`config.mk`:
```
export PLATFORM = sky130hd
export DESIGN_NAME = pwm_multi_ch
export DESIGN_NICKNAME = d
export VERILOG_FILES = /design/src/rtl/pwm_multi_ch.sv
export SDC_FILE = /design/constraint.sdc
export NUM_CORES = 1
export LEC_CHECK = 0
export CAP_MARGIN = 20
export CORE_ASPECT_RATIO = 1.5
export CORE_MARGIN = 5
export CORE_UTILIZATION = 45
export DETAILED_ROUTE_END_ITERATION = 10
export GPL_TIMING_DRIVEN = 0
export RECOVER_POWER = 50
export SYNTH_ARGS = -nofsm -noshare
export SYNTH_HDL_FRONTEND = slang
export SYNTH_SLANG_ARGS = --single-unit
```
`constraint.sdc`:
```
create_clock -name clk -period 5.1 [get_ports clk]
set_input_delay 1.02 -clock clk [delete_from_list [all_inputs] [get_ports clk]]
set_output_delay 1.02 -clock clk [all_outputs]
set_load 0.01 [all_outputs]
```
`src/rtl/pwm_multi_ch.sv`:
```
// ---------------------------------------------------------------------------
// pwm_multi_ch
// Multi-channel PWM generator. One prescaler and one period counter are shared
// by all channels; each channel owns a double-buffered duty register whose
// active copy reloads only at the period wrap (or continuously while
// disabled), so outputs never glitch mid-period.
//
// Build option: define PWM_CENTER_ALIGN_EN for up/down (center-aligned)
// counting. Default build is edge-aligned only.
//
// Ports:
//   clk          system clock
//   rst_n        asynchronous active-low reset
//   enable       run enable; low stops and clears the counters
//   prescale     tick divider, one tick every prescale+1 clk cycles
//   period       counter top value, period is period+1 ticks (edge-aligned)
//   wr_en        duty write strobe (one cycle)
//   wr_ch        channel index for the write (>= CH ignored)
//   wr_duty      new duty value in high-ticks per period
//   pwm_out      registered PWM outputs, one per channel
//   period_tick  one-cycle pulse at each period wrap
// ---------------------------------------------------------------------------
module pwm_multi_ch #(
    parameter int CH  = 4,
    parameter int CW  = 8,
    parameter int PW  = 8,
    parameter int CHW = 2
) (
    input  logic           clk,
    input  logic           rst_n,
    input  logic           enable,
    input  logic [PW-1:0]  prescale,
    input  logic [CW-1:0]  period,
    input  logic           wr_en,
    input  logic [CHW-1:0] wr_ch,
    input  logic [CW-1:0]  wr_duty,
    output logic [CH-1:0]  pwm_out,
    output logic           period_tick
);

    logic [PW-1:0] r_pcnt;
    logic [CW-1:0] r_cnt;
    logic [CW-1:0] r_per_l;
    logic [CW-1:0] r_shd [CH];
    logic [CW-1:0] r_act [CH];
    logic [CH-1:0] r_pwm;
    logic          r_ptick;

    logic w_tick;
    logic w_wrap;
    logic w_wr_ok;

    assign w_tick  = enable && (r_pcnt == prescale);
    assign w_wr_ok = wr_en && (int'(wr_ch) < CH);

`ifdef PWM_CENTER_ALIGN_EN
    // 0 = counting up, 1 = counting down
    logic r_dir;

    assign w_wrap = w_tick && ((r_per_l == '0) || (r_dir && (r_cnt == '0)));
`else
    assign w_wrap = w_tick && (r_cnt == r_per_l);
`endif

    always_ff @(posedge clk or negedge rst_n) begin
        if (!rst_n) begin
            r_shd <= '{default: '0};
        end else if (w_wr_ok) begin
            r_shd[wr_ch] <= wr_duty;
        end
    end

    always_ff @(posedge clk or negedge rst_n) begin
        if (!rst_n) begin
            r_pcnt  <= '0;
            r_cnt   <= '0;
            r_per_l <= '0;
            r_act   <= '{default: '0};
            r_pwm   <= '0;
            r_ptick <= 1'b0;
`ifdef PWM_CENTER_ALIGN_EN
            r_dir   <= 1'b0;
`endif
        end else if (!enable) begin
            // Idle: keep the active copies tracking so re-enable starts fresh
            r_pcnt  <= '0;
            r_cnt   <= '0;
            r_per_l <= period;
            r_act   <= r_shd;
            r_pwm   <= '0;
            r_ptick <= 1'b0;
`ifdef PWM_CENTER_ALIGN_EN
            r_dir   <= 1'b0;
`endif
        end else begin
            // >= so a prescale shrunk below the running count still wraps
            r_pcnt  <= (r_pcnt >= prescale) ? '0 : r_pcnt + 1'b1;
            r_ptick <= w_wrap;
            for (int i = 0; i < CH; i++) begin
                r_pwm[i] <= (r_cnt < r_act[i]);
            end
            if (w_wrap) begin
                r_per_l <= period;
                r_act   <= r_shd;
`ifdef PWM_CENTER_ALIGN_EN
                // The bottom cnt==0 slot is the wrap cycle itself, so the new
                // period resumes at 1 and lasts 2*per_l ticks.
                r_dir   <= 1'b0;
                r_cnt   <= (period == '0) ? '0 : CW'(1);
`else
                r_cnt   <= '0;
`endif
            end else if (w_tick) begin
`ifdef PWM_CENTER_ALIGN_EN
                if (!r_dir) begin
                    if (r_cnt == r_per_l) begin
                        r_dir <= 1'b1;
                        r_cnt <= r_cnt - 1'b1;
                    end else begin
                        r_cnt <= r_cnt + 1'b1;
                    end
                end else begin
                    r_cnt <= r_cnt - 1'b1;
                end
`else
                r_cnt <= r_cnt + 1'b1;
`endif
            end
        end
    end

    assign pwm_out     = r_pwm;
    assign period_tick = r_ptick;

endmodule
```
# Word-level counts from Yosys, hierarchy flattened
# Index checks and enable logic that the tools add are counted.
totals:
  register_bits: 93
  wordCells: 44
op_classes:
  n_addsub: 2
  order_cmp: 7
  n_eq_ne: 4
  muxes: 14
  bitwise_logic: 1
  n_reduce_logical: 3
ops:
  columns: ["op", "count"]
  rows:
  - ["$mux W32", 2]
  - ["$mux W8", 8]
  - ["$bwmux W32", 1]
  - ["$lt A8 B8 Y1", 4]
  - ["$add A8 B1 Y8 const B", 2]
  - ["$demux W8 S2", 1]
  - ["$eq A8 B8 Y1", 2]
  - ["$ge A8 B8 Y1", 1]
  - ["$mux W4", 1]
  - ["$ge A3 B3 Y1 const B", 1]
  - ["$logic_and A1 B1 Y1", 3]
  - ["$lt A3 B1 Y1 const B", 1]
  - ["$ne A3 B1 Y1 const B", 1]
  - ["$not A2 Y3", 1]
  - ["$ne A2 B1 Y1 const B", 1]
  - ["$mux W1", 1]

# Depth between registers and ports, before layout
logic_depth:
  ltp_word: 6
  depth_mapped: 8
  ltp_nobuf: 7

# Worst setup path after synthesis
# No wires, ideal clock.
synth_timing:
  path_kind: "input to register"
  start: "input port prescale[5]"
  end: "register r_act[10] (netlist bit)"
  arrival_ns: 2.588
  t_required_ns: 4.975
  setup_slack_ns: 2.387
  cell_stages: 7
  cell_sequence: "inv_1 > ha_1 > nand4_1 > or2_2 > o21ai_4 > buf_12 > mux2_4"
synth_via:
  elab_chain_len: 4
synth_lines:
  columns: ["item", "line", "text"]
  rows:
  - ["start, declared", "32", "input logic [PW-1:0] prescale,"]
  - ["$eq A8 B8 Y1", "53", "assign w_tick = enable && (r_pcnt == prescale);"]
  - ["$logic_and A1 B1 Y1", "53", null]
  - ["$logic_and A1 B1 Y1", "62", "assign w_wrap = w_tick && (r_cnt == r_per_l);"]
  - ["$ne A2 B1 Y1 (no line)", null, null]
  - ["end signal, assigned", "89", "r_act <= r_shd;"]
  - ["end signal, assigned", "104", "r_act <= r_shd;"]
  - ["end, declared", "45", "logic [CW-1:0] r_act [CH];"]
# Every way passes these cells.
# A chain may end at the register's enable or synchronous reset.

==> impl_results.md <==
- GRT Total Usage: 16.6%
- Die width: 94.4 um
- Routed WL: 9530 um
- Min cycle time layout: 3.24 ns
- CP Buf/Inv Count: 2
- First-pass GRT wire length: 16100 um
- Syn Inst Count: 378
- CP max-delay cell: clkbuf_2
- CP peak stage delay: 1.37 ns
- Drt wl/cell: 16.6 um
- Clock share of power: 33.3%
- Syn_area_per_cell: 12.7 um2
- Post-DRT Antenna Nets: 0
- CTS sink cnt: between 90 and 100
- Critical Path RT: about 5.2 ns
- CTS tree: yes
- Synth Net Count: approximately 450
- Fillers: 932
- Via count: approximately 3000
- CTS Hold Buffers Added: 0
- CP Max Fanout: 70
- Number of synthesized flops with an enable pin: 0
- Diode count: 0
- # setup viols final: 0
- Setup CP Type: in2async
- Critical-path cell list: clkbuf_1 -> clkbuf_2
- Layout cells sized above 1: 23.3%
- Max_cap viols: 1
- Cells resized by post-CTS repair: 0
- Reg clk slew, reported paths: roughly 0.070 ns
- Reg power frac: 48.4%
- Max rail drop VDD: between 0.15 and 0.2 mV
- Normalized max-slew margin: -13.8%
- Maximum clock path buffer count: 2
- Status: complete, but fails checks
- Dominant synthesized flop cell: dfrtp_1
- Worst Path Arrival: 3.38 ns
- Clk_lat worst skew: around 0.34 ns
- Synth Register Bits: 93
- Core ar.: 10500 um2
- Power Dens Cells: 341 nW/um2
- Initial antenna violation count: 0
- Vias in the first global route: 3266
- Worst-margin pin slew: between 1.5 and 2 ns
- GP Congestion: 0.805
- DR vias/cell: 5.15
- Initial Util: 45.7%
- Synth warnings: 0
- Switch share: 26.1%
- H-tree levels: 3
- Final slew viol count: between 70 and 80
- Unrepaired setup endpoints after global routing: no
- Nets: 492
- # port buffers: 34
- Crit. End Element: async pin
- Design internal power: 1.41 mW
- Largest net degree at the start of global routing: between 70 and 80
- Cts bufs inserted: 9
- Utilization after layout: roughly 53%
- Ports: 35
- Syn Std Cell Area: 4810 um2
- Register area share after synthesis: 48.4%
- Hold crit path type: reg2reg
- P_sw: 0.499 mW
- Synth cell types: 32
- Fmax: roughly 310 MHz
- Area Overhead vs Synth: 16.7%
- Asr flop ratio synth: 100%
- Rows: 46
- Tot Pwr: 1.91 mW
- Die height: 137 um
- Failing checks: max-capacitance violations, max-slew violations
- DRT iter0 DRCs: 86
- HPWL Detailed: between 7000 and 8000 um
- Total die area: 12900 um2
- P_leak: 2.76 nW
- Drt drc: 0
- Logic pwr share: 18.3%
- Clock root buffer master: clkbuf_16
- Router iterations before antenna repair: 4
- Hold Violations, Final: 0
- GRT overflow: 0
- Worst path top cell family by delay: buffers and inverters
- DP Worst Slack: 1.73 ns
- Final Cycle Share: 63.6%
- Post-CTS setup buffer count: 0
- Worst setup slack after layout: 1.86 ns
- Max Clock Skew: 0.00638 ns
- Worst Setup Start Kind: input pin
layer usage:
| metal | track usage [%] | routed length [um] | vias to the layer above | share of wire [%] |
|---|---|---|---|---|
| met3 | 3.85 | 239 | 18 | 2.5 |
| met4 | 6.59 | 232 | 0 | 2.4 |
| li1 | - | - | 1423 | - |
| met1 | 19.5 | 4010 | 1472 | 42 |
| met5 | 0 | 0 | - | 0 |
| met2 | 29.1 | 5050 | 39 | 53 |
sequential cells by signal, summed over array words and instances, names as in the netlist:
signal	flops
r_act	32
r_per_l	8
r_cnt	8
r_pcnt	8
pwm_out	4
r_shd	32
period_tick	1
synth_stat cells, types with 2 or more instances:
library cell / number / area share (%)
a21o_1: 9 / 1.4
nor4_1: 2 / 0.26
nand2_1: 9 / 0.70
clkbuf_1: 2 / 0.16
nor3_1: 5 / 0.52
nand2b_1: 5 / 0.65
buf_12: 4 / 1.7
nand4_1: 11 / 1.4
mux2_2: 33 / 7.7
and3_1: 6 / 0.78
dfrtp_1: 93 / 48
a21oi_1: 4 / 0.42
nand3_1: 10 / 1.0
ha_1: 38 / 9.9
inv_1: 37 / 2.9
xor2_1: 14 / 2.5
o21ai_0: 8 / 0.83
nor2b_1: 2 / 0.26
nor4_2: 2 / 0.52
a211oi_1: 9 / 1.4
nand3b_1: 6 / 0.94
or2_2: 2 / 0.26
nor4b_1: 2 / 0.36
mux2_4: 39 / 12
nor2_1: 19 / 1.5
cells by family after synthesis:
logic type                 synth area share, %
DFF                                       48.4
and+or+nand+nor                           9.75
muxes                                     19.9
buffers and inverters                     4.79
adders and majority gates                 9.88
AOI/OAI and AO/OA                         4.58
xor gates and xnor gates                  2.73
metrics by stage:
| stage | area [um2] | TNS [ns] | cells | hold slack [ns] |
|---|---|---|---|---|
| final | 5620 | 0 | 573 | 0.500 |
| after global routing | 5620 | 0 | 573 | 0.513 |
| after CTS | 5640 | 0 | 573 | 0.499 |
| after detailed placement | 5360 | 0 | 557 | 0.488 |
| after global placement | 5330 | -40.14 | 556 | 0.481 |
| after floorplan | 4810 | 0 | 378 | 0.474 |
cells in the final DEF (no fill, tap or decap), types with 8 or more instances in the layout:
master and instances:
nand3_1 10, o21ai_0 8, a21o_1 9, clkdlybuf4s50_1 31, xor2_1 14, nor2_1 19
mux2_4 39, clkbuf_16 9, nand4_1 11, nand2_1 9, dfrtp_1 93, a211oi_1 9
mux2_2 33, ha_1 38, inv_1 37
power by group through the flow:
| stage | sequential, mW | combinational, mW | clock [mW] |
|---|---|---|---|
| finish | 0.927 | 0.350 | 0.636 |
| floorplan | 0.917 | 0.260 | 0 |
| detailed placement | 0.941 | 0.359 | 0 |
| CTS | 0.928 | 0.361 | 0.653 |
| global placement | 0.937 | 0.344 | 0 |
| global route | 0.943 | 0.392 | 0.682 |
final cells by class:
type / instances / area [um2] / share of cell area (%)
Inverter: 38 / 143 / 2.54
Tap cell: 144 / 180 / 3.21
Clock buffer: 10 / 239 / 4.26
Clock inverter: 6 / 46.3 / 0.824
Timing Repair Buffer: 35 / 339 / 6.04
Multi-Input combinational cell: 241 / 2250 / 40.1
Sequential cell: 93 / 2330 / 41.4
Buffer: 6 / 87.6 / 1.56
path summary, 6_finish.rpt:
| check | from | end | slack [ns] | cells after the start |
|---|---|---|---|---|
| hold reg to reg | r_shd[6] | r_act[6] | 0.50 | 1 |
| min in group asynchronous | rst_n | r_shd[12] | 0.94 | 1 |
| hold / removal | r_shd[6] | r_act[6] | 0.50 | 1 |
| setup / recovery | rst_n | r_per_l[1] | 1.86 | 2 |
| max in group clk | prescale[5] | r_act[31] | 2.11 | 8 |
| setup reg to reg | r_cnt[5] | r_act[31] | 2.79 | 6 |
(Power assumes the default switching activity.)
